File: config.mk
export PLATFORM = sky130hd
export DESIGN_NAME = instr_fetch_ctrl
export DESIGN_NICKNAME = d
export VERILOG_FILES = /design/src/rtl/instr_fetch_ctrl_pkg.sv /design/src/rtl/instr_fetch_ctrl_fetch_line_buf.sv /design/src/rtl/instr_fetch_ctrl.sv
export SDC_FILE = /design/constraint.sdc
export NUM_CORES = 1
export LEC_CHECK = 0
export BUFFER_PORTS_ARGS = -buffer_cell sky130_fd_sc_hd__buf_2
export CAP_MARGIN = 20
export CORE_MARGIN = 3
export CORE_UTILIZATION = 63
export CTS_BUF_LIST = sky130_fd_sc_hd__clkbuf_4 sky130_fd_sc_hd__clkbuf_8
export CTS_CLUSTER_DIAMETER = 200
export CTS_CLUSTER_SIZE = 8
export DETAILED_ROUTE_END_ITERATION = 8
export GPL_TIMING_DRIVEN = 0
export PLACE_DENSITY = 0.88
export SYNTH_ARGS = -nofsm -noshare
export SYNTH_HDL_FRONTEND = slang
export SYNTH_HIERARCHICAL = 1
export SYNTH_SLANG_ARGS = --single-unit
File: constraint.sdc
create_clock -name CLK -period 5.7 [get_ports CLK]
set_input_delay 0.57 -clock CLK [delete_from_list [all_inputs] [get_ports CLK]]
set_output_delay 0.57 -clock CLK [all_outputs]
set_load 0.02 [all_outputs]
File: src/rtl/instr_fetch_ctrl_pkg.sv
// Shared fetch definitions: FSM state encodings, default address width, beats per instruction.
// No logic, so no latency.
// No flow control, so no backpressure.
package instr_fetch_ctrl_pkg;

    typedef enum logic [1:0] {
        IDLE = 2'd0,
        READ = 2'd1,
        DONE = 2'd2
    } state_t;

    localparam int DEF_ADDR_W = 10;
    localparam int BEATS      = 4;

endpackage

File: src/rtl/instr_fetch_ctrl_fetch_line_buf.sv
// Last-fetch line: 4x8 assembly buffer, tag/valid register and miss comparator.
// Writes take effect on the next edge; miss and word are combinational reads of that state.
// No backpressure; the controller decides when to write.
module fetch_line_buf
    import instr_fetch_ctrl_pkg::*;
#(
    parameter int PC_W = 32
) (
    input  logic            clk,
    input  logic            rst,
    input  logic            wr_en,
    input  logic [1:0]      wr_idx,
    input  logic [7:0]      wr_dat,
    input  logic            clr,
    input  logic            tag_ld,
    input  logic            valid_set,
    input  logic [PC_W-1:0] pc,
    output logic            miss,
    output logic [31:0]     word
);

    logic [7:0]      bytes_q [BEATS];
    logic [PC_W-1:0] tag_q;
    logic            valid_q;

    always_ff @(posedge clk or posedge rst) begin
        if (rst) begin
            for (int i = 0; i < BEATS; i++) bytes_q[i] <= '0;
            tag_q   <= '0;
            valid_q <= 1'b0;
        end else begin
            if (clr) begin
                for (int i = 0; i < BEATS; i++) bytes_q[i] <= '0;
            end else if (wr_en) begin
                bytes_q[wr_idx] <= wr_dat;
            end
            if (tag_ld)    tag_q   <= pc;
            if (valid_set) valid_q <= 1'b1;
        end
    end

    // Full-width compare: PCs aliasing in the memory window are still distinct lines.
    assign miss = !valid_q || (pc != tag_q);
    assign word = {bytes_q[3], bytes_q[2], bytes_q[1], bytes_q[0]};

endmodule

File: src/rtl/instr_fetch_ctrl.sv
// Fetch sequencer: 4 byte reads at PC assembled into one instruction; FETCH_ALIGN_CHK_EN adds a sticky misalignment fault.
// Hit: 0 stall cycles; miss: BUSYWAIT for 5 cycles plus one per memory wait cycle.
// Stalls the CPU with BUSYWAIT; holds each beat while mem_busywait is high.
module instr_fetch_ctrl
    import instr_fetch_ctrl_pkg::*;
#(
    parameter int ADDR_W = DEF_ADDR_W,
    parameter int PC_W   = 32
) (
    input  logic              CLK,
    input  logic              RESET,
    input  logic [PC_W-1:0]   PC,
    output logic [31:0]       INSTRUCTION,
    output logic              BUSYWAIT,
    output logic              mem_read,
    output logic [ADDR_W-1:0] mem_address,
    input  logic [7:0]        mem_readdata,
    input  logic              mem_busywait
`ifdef FETCH_ALIGN_CHK_EN
    ,
    output logic              fetch_fault
`endif
);

    state_t            state, state_nxt;
    logic [ADDR_W-1:0] base;
    logic [1:0]        beat;
    logic              miss;
    logic [31:0]       word;
    logic              align_bad;

    logic busy, start, buf_wr, buf_clr, tag_ld, valid_set, inst_ld;

`ifdef FETCH_ALIGN_CHK_EN
    assign align_bad = (PC[1:0] != 2'b00);
`else
    assign align_bad = 1'b0;
`endif

    fetch_line_buf #(
        .PC_W (PC_W)
    ) u_line_buf (
        .clk       (CLK),
        .rst       (RESET),
        .wr_en     (buf_wr),
        .wr_idx    (beat),
        .wr_dat    (mem_readdata),
        .clr       (buf_clr),
        .tag_ld    (tag_ld),
        .valid_set (valid_set),
        .pc        (PC),
        .miss      (miss),
        .word      (word)
    );

    always_ff @(posedge CLK or posedge RESET) begin
        if (RESET) state <= IDLE;
        else       state <= state_nxt;
    end

    always_comb begin
        state_nxt = state;
        busy      = 1'b0;
        mem_read  = 1'b0;
        start     = 1'b0;
        buf_wr    = 1'b0;
        buf_clr   = 1'b0;
        tag_ld    = 1'b0;
        valid_set = 1'b0;
        inst_ld   = 1'b0;
        case (state)
            IDLE: begin
                if (miss) begin
                    busy   = 1'b1;
                    tag_ld = 1'b1;
                    // A misaligned PC skips memory entirely and completes as a zero word.
                    if (align_bad) begin
                        buf_clr   = 1'b1;
                        state_nxt = DONE;
                    end else begin
                        start     = 1'b1;
                        state_nxt = READ;
                    end
                end
            end
            READ: begin
                busy     = 1'b1;
                mem_read = 1'b1;
                if (!mem_busywait) begin
                    buf_wr = 1'b1;
                    if (beat == 2'(BEATS - 1)) state_nxt = DONE;
                end
            end
            DONE: begin
                valid_set = 1'b1;
                inst_ld   = 1'b1;
                state_nxt = IDLE;
            end
            default: state_nxt = IDLE;
        endcase
    end

    assign BUSYWAIT    = busy && !RESET;
    assign mem_address = base + {{(ADDR_W-2){1'b0}}, beat};

    always_ff @(posedge CLK or posedge RESET) begin
        if (RESET) begin
            base        <= '0;
            beat        <= '0;
            INSTRUCTION <= 32'h0;
        end else begin
            if (start) begin
                base <= PC[ADDR_W-1:0];
                beat <= '0;
            end else if (buf_wr && beat != 2'(BEATS - 1)) begin
                beat <= beat + 2'd1;
            end
            if (inst_ld) INSTRUCTION <= word;
        end
    end

`ifdef FETCH_ALIGN_CHK_EN
    always_ff @(posedge CLK or posedge RESET) begin
        if (RESET)        fetch_fault <= 1'b0;
        else if (buf_clr) fetch_fault <= 1'b1;
    end
`endif

endmodule

-- Word level (Yosys, flattened, before mapping)
Cells that the tools add are included.
- add/sub/neg operators: 2
- $lt $le $gt $ge: 2
- eq/ne operators: 8
- multiplexer cells: 16
- bitwise gates (word level): 1
- reductions and logical operators: 9
- operators by type and width (operator ; number):
    bitwise mux 32 bit ; 1
    inequality test 32 bit ; 1
    demux 8 bit (select 2 bit) ; 1
    adder 10 x 2 -> 10 bit ; 1
    2-to-1 mux 2 bit ; 5
    2-to-1 mux 8 bit ; 1
    inequality test 2 bit (second input constant) ; 4
    2-to-1 mux 1 bit ; 6
    equality test 2 bit (second input constant) ; 2
    one-hot mux 2 bit (2 select lines) ; 1
    >= comparator 3 bit (second input constant) ; 1
    logical AND 1 bit ; 3
    less-than comparator 3 x 1 -> 1 bit (second input constant) ; 1
    NOT 2 -> 3 bit ; 1
    AND reduction 3 bit ; 1
    adder 2 x 1 -> 2 bit (second input constant) ; 1
    equality test 2 x 1 -> 1 bit (second input constant) ; 1
    logical NOT 1 bit ; 2
    logical NOT 2 bit ; 1
    one-hot mux 1 bit (2 select lines) ; 1
    nonzero test 2 bit ; 1
    logical OR 1 bit ; 1
- register bits after elaboration: 111
- bits of input ports: 43
- output and inout port bits: 44
- logic and storage cells: 48

-- Longest topological paths before layout
Gate-level depths: netlist (run 1).
- depth in word-level cells: 6
- mapped depth: 9
- depth with buffers taken out: 7

-- Modules after synthesis
Netlist (run 1), hierarchy kept.
- by module, submodules not included (module ; times used ; cells each ; area an instance (sq um)):
    fetch_line_buf ; 1 ; 221 ; 2891.5
    instr_fetch_ctrl ; 1 ; 135 ; 2139.6

-- Worst setup path after synthesis (run 1)
No wires, ideal clock.
- path kind: input port to flip-flop
- start: input port PC[7]
- end: register u_line_buf.tag_q[12]
- data arrival time: 2115 ps
- required time: 5575 ps
- setup slack: 3461 ps
- cell stages on the path: 9
- path through: xor2_1 -> nor4_1 -> and3_1 -> nand3_1 -> nor3b_4 -> buf_6 -> clkbuf_2 -> buf_4 -> mux2_2
- word-level cells in the longest chain between the ends: 4
- ends and longest elaborated chain (item ; RTL line ; text):
    start, declared ; instr_fetch_ctrl.sv:12 ; input logic [PC_W-1:0] PC,
    inequality test 32 bit ; instr_fetch_ctrl_fetch_line_buf.sv:43 ; assign miss = !valid_q || (pc != tag_q);
    logical OR 1 bit ; instr_fetch_ctrl_fetch_line_buf.sv:43 ;
    named net miss ; instr_fetch_ctrl.sv:28 ; logic miss;
    2-to-1 mux 1 bit ; instr_fetch_ctrl.sv:73 ; if (miss) begin
    2-to-1 mux 1 bit ; n/a ;
    named net start ; instr_fetch_ctrl.sv:32 ; logic busy, start, buf_wr, buf_clr, tag_ld, valid_set, inst_ld;
    end signal, assigned ; instr_fetch_ctrl_fetch_line_buf.sv:37 ; if (tag_ld) tag_q <= pc;
    end, declared ; instr_fetch_ctrl_fetch_line_buf.sv:23 ; logic [PC_W-1:0] tag_q;
The timed path passes the listed nets, and every way through them passes these cells.
A chain may end at the register's enable or synchronous reset.

-- Final worst setup path (run 1)
- start: register u_line_buf.tag_q[18]
- end: output port BUSYWAIT
- word-level cells in the longest chain between the ends: 5
- ends and longest elaborated chain (item ; RTL line ; text):
    inequality test 32 bit ; instr_fetch_ctrl_fetch_line_buf.sv:43 ;
    logical OR 1 bit ; instr_fetch_ctrl_fetch_line_buf.sv:43 ;
    named net miss ; instr_fetch_ctrl.sv:28 ;
    2-to-1 mux 1 bit ; instr_fetch_ctrl.sv:73 ;
    one-hot mux 1 bit (2 select lines) ; instr_fetch_ctrl.sv:71 ; case (state)
    logical AND 1 bit ; instr_fetch_ctrl.sv:103 ; assign BUSYWAIT = busy && !RESET;
    end, declared ; instr_fetch_ctrl.sv:14 ; output logic BUSYWAIT,
The timed path passes the listed nets, and every way through them passes these cells.

==> results of run 1 <==
-- Yosys cell counts (2+ instances only) --
master / count / area, sq um
dfrtp_1: 111 / 2780
mux2_2: 42 / 473
nor2_1: 38 / 143
mux2i_1: 33 / 330
xnor2_1: 32 / 280
mux2_4: 29 / 435
xor2_1: 9 / 78.8
nand4_1: 7 / 43.8
buf_4: 5 / 37.5
nand3_1: 5 / 25.0
buf_12: 3 / 60.1
buf_6: 3 / 33.8
clkbuf_1: 3 / 11.3
ha_1: 3 / 37.5
inv_1: 3 / 11.3
nor3_1: 3 / 15.0
mux2_1: 2 / 22.5
nand2_1: 2 / 7.51
nand2b_1: 2 / 12.5
nand3b_1: 2 / 15.0
nor4_1: 2 / 12.5
-- how the worst min path moves through the flow --
stage                                               from                             end  slack [ns]  cells past startpoint
after floorplan           u_line_buf/valid_q$_DFFE_PP0P_  u_line_buf/valid_q$_DFFE_PP0P_        0.43                      1
after global placement    u_line_buf/valid_q$_DFFE_PP0P_  u_line_buf/valid_q$_DFFE_PP0P_        0.45                      1
after detailed placement  u_line_buf/valid_q$_DFFE_PP0P_  u_line_buf/valid_q$_DFFE_PP0P_        0.45                      1
after CTS                                          RESET            state[1]$_DFFE_PP0P_        0.22                      2
after global routing                               RESET      INSTRUCTION[7]$_DFFE_PP0P_        0.24                      2
final                                              RESET     INSTRUCTION[23]$_DFFE_PP0P_        0.21                      2
-- metal layers --
metal | vias up | share of wire [%] | track usage (%)
met5 | - | 0 | 0
met4 | 0 | 0.70 | 5.05
met3 | 6 | 4.6 | 5.68
met2 | 67 | 50 | 39.5
met1 | 1564 | 44 | 33.4
li1 | 1413 | - | -
-- state kept, by name, summed over array words and instances, names as in the netlist --
| name | cells |
|---|---|
| base | 10 |
| INSTRUCTION | 32 |
| u_line_buf/tag_q | 32 |
| u_line_buf/valid_q | 1 |
| u_line_buf/word | 32 |
| beat | 2 |
| state | 2 |
-- cells by family after synthesis --
family,Yosys count,synth area share [%]
flops,111,55.2
mux,106,25.1
simple gates,72,7.86
xor+xnor,41,7.14
buf+inv,18,3.16
fa+ha+maj,4,1.14
compound gates,3,0.348
other cells,1,0.0745
-- metrics by stage --
stage / util (%) / worst slack [ns] / total power [mW] / hold slack (ns) / cell area [sq um]
final: 77.5 / 3.03 / 2.62 / 0.215 / 5800
after global routing: 77.5 / 2.90 / 2.78 / 0.242 / 5800
after CTS: 77.5 / 3.02 / 2.64 / 0.216 / 5800
after detailed placement: 75.1 / 2.91 / 2.20 / 0.455 / 5620
after global placement: 74.8 / 2.57 / 2.14 / 0.453 / 5600
after floorplan: - / 3.46 / 1.94 / 0.430 / 5050
-- where the power goes --
part	internal [mW]	total, mW	switching, mW
Combinational	0.521	0.998	0.477
Sequential	1.01	1.18	0.175
Clock	0.174	0.437	0.264
-- worst max-delay path: cells and delay by family (launching register included) --
kind          cells  cell delay [ns]
xor+xnor          1             0.19
buf+inv           1             0.17
flops             1             0.40
simple gates      5             0.99
-- layout make-up --
type	count	area [sq um]
well taps	99	124
flip-flops and latches	111	2780
plain buffers	15	148
clock inverters	5	42.5
inverters	3	13.8
fillers	483	1680
clock buffers	10	138
multi-input cells	231	2110
repair buffers	87	450
==> reports/metrics.csv, run 1 <==
metric;value;unit
crit_path_end_kind;output port;
critPathArrivalTime;2.10;ns
dr.pass1.iters;4;
cts_tree;yes;
antenna_found_initial;0;
crit_path_start;u_line_buf/tag_q[18]$_DFFE_PP0P_;
final_nets;505;
netlist_area;5030;sq um
vias_per_cell;5.44;
skew;0.0142;ns
slew_viol_final;0;
clockBufferDepth;2;
clk_pin_slew_worst_paths;0.11;ns
ys_async_sr_fraction;100;%
worstPathMaxFanout;2;
synth_cells;356;
crit_type;reg -> out;
grt_overflow;0;
wire_per_inst;17.9;um
clock-sinks;111;
hold_viol;0;
hpwlAfterDp;7250;um
finalSetupViolations;0;
htreeDepth;3;
leakagePower;2.92;nW
drc_errors;0;
grt_pass1_wl;16500;um
worstPathCellList;xnor2_1, nand4_1, nor4_1, nand3_1, nor2_1, nor3_1, buf_2;
ant_nets;0;
clock.fmax;374;MHz
timing.slew.headroom;45.3;%
worst_r2r_endpoint;u_line_buf/tag_q[10]$_DFFE_PP0P_;
worstSetupEndpoint;BUSYWAIT;
final_cell_count_no_fill;561;
hold_class;in -> async;
grt_usage;24.2;%
yosys.cell_types.count;38;
timing.setup.tns;0;ns
num_vias;3050;
area_delta_synth_final;15.3;%
outcome;complete, no violations;
yosysSeqAreaShare;55.2;%
die_area;9090;sq um
die_w;95.4;um
first_iter_violations;138;
initial_core_util;67.2;%
post_cts_buffers;0;
grt_max_degree;66;
ctsHoldBuffers;0;
root_buffer;clkbuf_8;
startpoint_type;flip-flop;
finalCritPeriodShare;46.9;%
cts_buffers;9;
max_stage_delay;0.42;ns
critPathSlowestCell;nor4_1;
required;5.13;ns
avgSynthCellArea;14.1;sq um
vdd_drop_max;0.000357;V
placedCellCount;546;
rr_worst_depth;9;
ys_ff_latch;111;
drive_above_1_share;42.0;%
final_cell_mix;dfrtp_1, buf_2, mux2_2;
drt_wl_total;10100;um
worst_pin_slew;0.820;ns
io_pins;87;
place.gp.congestion;0.763;
cts_resized;0;
rsz0062_at_grt;no;
layout_commonest_cell;dfrtp_1;
numPortBuffers;86;
yosys_most_used_dff;dfrtp_1;
synth_edf_count;0;
fin_crit;2.67;ns
yosysWarnings;6;
grt_pass1_vias;3221;
core;7490;sq um
diodes;0;
reg2reg_from;u_line_buf/tag_q[18]$_DFFE_PP0P_;
reg2reg_slack;3.14;ns
power.density;451;nW/um^2
fp.dieH;95.4;um
clk-insertion-delay-late;0.37;ns
placementRows;31;
drv_cap;0;
(Power assumes the default switching activity.)
==> inputs of run 2 (changes only) <==
--- a/config.mk
+++ b/config.mk
@@ -8,13 +8,13 @@
 export BUFFER_PORTS_ARGS = -buffer_cell sky130_fd_sc_hd__buf_2
 export CAP_MARGIN = 20
 export CORE_MARGIN = 3
-export CORE_UTILIZATION = 63
+export CORE_UTILIZATION = 53
 export CTS_BUF_LIST = sky130_fd_sc_hd__clkbuf_4 sky130_fd_sc_hd__clkbuf_8
 export CTS_CLUSTER_DIAMETER = 200
 export CTS_CLUSTER_SIZE = 8
 export DETAILED_ROUTE_END_ITERATION = 8
 export GPL_TIMING_DRIVEN = 0
-export PLACE_DENSITY = 0.88
+export PLACE_DENSITY = 0.79
 export SYNTH_ARGS = -nofsm -noshare
 export SYNTH_HDL_FRONTEND = slang
 export SYNTH_HIERARCHICAL = 1
==> constraint.sdc (replaced) <==
create_clock -name CLK -period 2.2 [get_ports CLK]
set_input_delay 0.22 -clock CLK [delete_from_list [all_inputs] [get_ports CLK]]
set_output_delay 0.22 -clock CLK [all_outputs]
set_load 0.02 [all_outputs]
==> run 2 against run 1 <==
  * The flow now finishes with violations (negative setup slack)
  * Clock skew is 0.0029 ns higher
  * Combinational power grew to 2.8 times the previous value
  * Flip-flop and latch count did not move
  * Cell area rose by 3.6%
  * Sequential share of layout area shrank 1.6 points
  * Critical path depth up 1
  * Worst setup slack got worse by 3.1 ns
==> reports/metrics.csv, run 2 (same netlist as run 1, synthesis figures left out) <==
metric;value;unit;change
grt_pass1_vias;3250;;was 3221
skew;0.0171;ns;was 0.0142 ns
clock.fmax;448;MHz;
grt_usage;20.2;%;was 24.2%
power.density;1190;nW/um^2;was 451 nW/um^2
layout_commonest_cell;dfrtp_1;;unchanged
drv_cap;0;;unchanged
worstPathMaxFanout;2;;unchanged
startpoint_type;flip-flop;;unchanged
routed.top_layer;met4;;unchanged
required;1.98;ns;was 5.13 ns
m1WireLength;4630;um;was 4450 um
reg2reg_from;u_line_buf/tag_q[3]$_DFFE_PP0P_;;was u_line_buf/tag_q[18]$_DFFE_PP0P_
worstSetupEndpoint;BUSYWAIT;;unchanged
core;8980;sq um;was 7490 sq um
cts_buffers;9;;unchanged
ant_nets;0;;unchanged
die_area;10700;sq um;was 9090 sq um
wl_met3;330;um;was 462 um
vias_per_cell;5.11;;was 5.44
clockBufferDepth;2;;unchanged
crit_path_end_kind;output port;;unchanged
area_delta_synth_final;19.5;%;was 15.3%
diodes;0;;unchanged
clk-insertion-delay-late;0.38;ns;was 0.37 ns
wire_per_inst;16.9;um;was 17.9 um
post-place-ws;-0.316;ns;was 2.91 ns
leakagePower;2.99;nW;was 2.92 nW
worst_pin_slew;0.826;ns;was 0.820 ns
final_cell_count_no_fill;597;;was 561
hold_viol;0;;unchanged
htreeDepth;3;;unchanged
final_nets;513;;was 505
p_total;7.14;mW;was 2.62 mW
clock-sinks;111;;unchanged
die_w;103;um;was 95.4 um
crit_path_start;u_line_buf/tag_q[3]$_DFFE_PP0P_;;was u_line_buf/tag_q[18]$_DFFE_PP0P_
drive_above_1_share;45.0;%;was 42.0%
first_iter_violations;115;;was 138
finalCritPeriodShare;101;%;
fin_crit;2.23;ns;
place.gp.congestion;0.738;;was 0.763
rsz0062_at_grt;yes;;was no
slew_viol_final;0;;unchanged
placedCellCount;573;;was 546
grt_overflow;0;;unchanged
worst_r2r_endpoint;u_line_buf/tag_q[27]$_DFFE_PP0P_;;was u_line_buf/tag_q[10]$_DFFE_PP0P_
rr_worst_depth;8;;was 9
timing.slew.headroom;44.9;%;was 45.3%
wl_met2;4990;um;was 5080 um
hold_class;in -> reg;;was in -> async
grt_pass1_wl;16400;um;was 16500 um
drt_wl_total;10100;um;about the same
crit_type;reg -> out;;unchanged
io_pins;87;;unchanged
reg2reg_slack;0.10;ns;was 3.14 ns
drc_errors;0;;unchanged
initial_core_util;56.0;%;was 67.2%
dr.pass1.iters;4;;unchanged
holdWs;0.0893;ns;was 0.215 ns
root_buffer;clkbuf_8;;unchanged
grt_max_degree;66;;unchanged
outcome;complete, but fails checks;;was complete, no violations
clk_pin_slew_worst_paths;0.11;ns;about the same
placementRows;34;;was 31
cts_tree;yes;;unchanged
vdd_drop_max;0.000557;V;was 0.000357 V
antenna_found_initial;0;;unchanged
finalSetupViolations;1;;was 0
fin_ws;-0.0317;ns;was 3.03 ns
hpwlAfterDp;7330;um;was 7250 um
numPortBuffers;86;;unchanged
final_cell_mix;dfrtp_1, buf_2, mux2_2;;unchanged
critPathArrivalTime;2.01;ns;was 2.10 ns
violations;negative setup slack;;
num_vias;3049;;was 3050
fp.dieH;103;um;was 95.4 um
final_core_util;67.0;%;was 77.5%
## run 2: repair_timing
| action | 4_1_cts | 5_1_grt |
|---|---|---|
| endpoints found under the hold margin | 17 | 0 |
| gates resized for setup | 11 | 6 |
| pin swaps | 6 | 8 |
| setup endpoints to repair | 40 | 34 |
| cloned | 0 | 0 |
| setup buffers | 5 | 5 |
| hold buffers | 1 | 0 |
## run 2: per-stage QoR
step | area [sq um] | setup TNS, ns
2_1_floorplan | 5050 | 0
3_3_place_gp | 5630 | -43.32
3_5_place_dp | 5660 | -8.22
4_1_cts | 5950 | -0.101
5_1_grt | 6010 | -0.156
6_report | 6010 | -0.0317
## run 2: critical path: stages (launching register included)
cell and delay, ns:
dfrtp_1 0.42, xnor2_2 0.15, nand4_1 0.12, nor4_2 0.32, nand3_1 0.17, buf_4 0.17, nor2_2 0.07, nor3_1 0.05
buf_2 0.17
## run 2: routing by layer
metal,GRT usage (%),up-vias
met5,0,-
met4,6.57,0
met3,3.02,9
met2,32.5,57
met1,28.4,1557
li1,-,1426
## run 2: how the worst min path moves through the flow
| stage | startpoint | end | slack, ns | depth (start not counted) |
|---|---|---|---|---|
| 6_report | PC[11] | u_line_buf/tag_q[11]$_DFFE_PP0P_ | 0.09 | 2 |
| 3_5_place_dp | RESET | INSTRUCTION[27]$_DFFE_PP0P_ | 0.28 | 2 |
| 3_3_place_gp | u_line_buf/valid_q$_DFFE_PP0P_ | u_line_buf/valid_q$_DFFE_PP0P_ | 0.46 | 1 |
| 5_1_grt | PC[11] | u_line_buf/tag_q[11]$_DFFE_PP0P_ | 0.09 | 2 |
| 4_1_cts | PC[11] | u_line_buf/tag_q[11]$_DFFE_PP0P_ | 0.08 | 2 |
| 2_1_floorplan | PC[5] | base[5]$_DFFE_PP0P_ | 0.34 | 2 |
## run 2: power by group
part           internal [mW]  total [mW]  switching [mW]
combinational           1.49        2.80            1.31
clock                  0.555        1.28           0.730
sequential              2.62        3.06           0.438
total                   4.66        7.14            2.48
## run 2: area by class of cell
cell class | instances | area, sq um
Buffer | 12 | 131
Clock buffer | 9 | 124
Clock inverter | 7 | 87.6
Fill cell | 668 | 2960
Inverter | 3 | 13.8
Multi-Input combinational cell | 231 | 2170
Sequential cell | 111 | 2780
Tap cell | 126 | 158
Timing Repair Buffer | 98 | 553
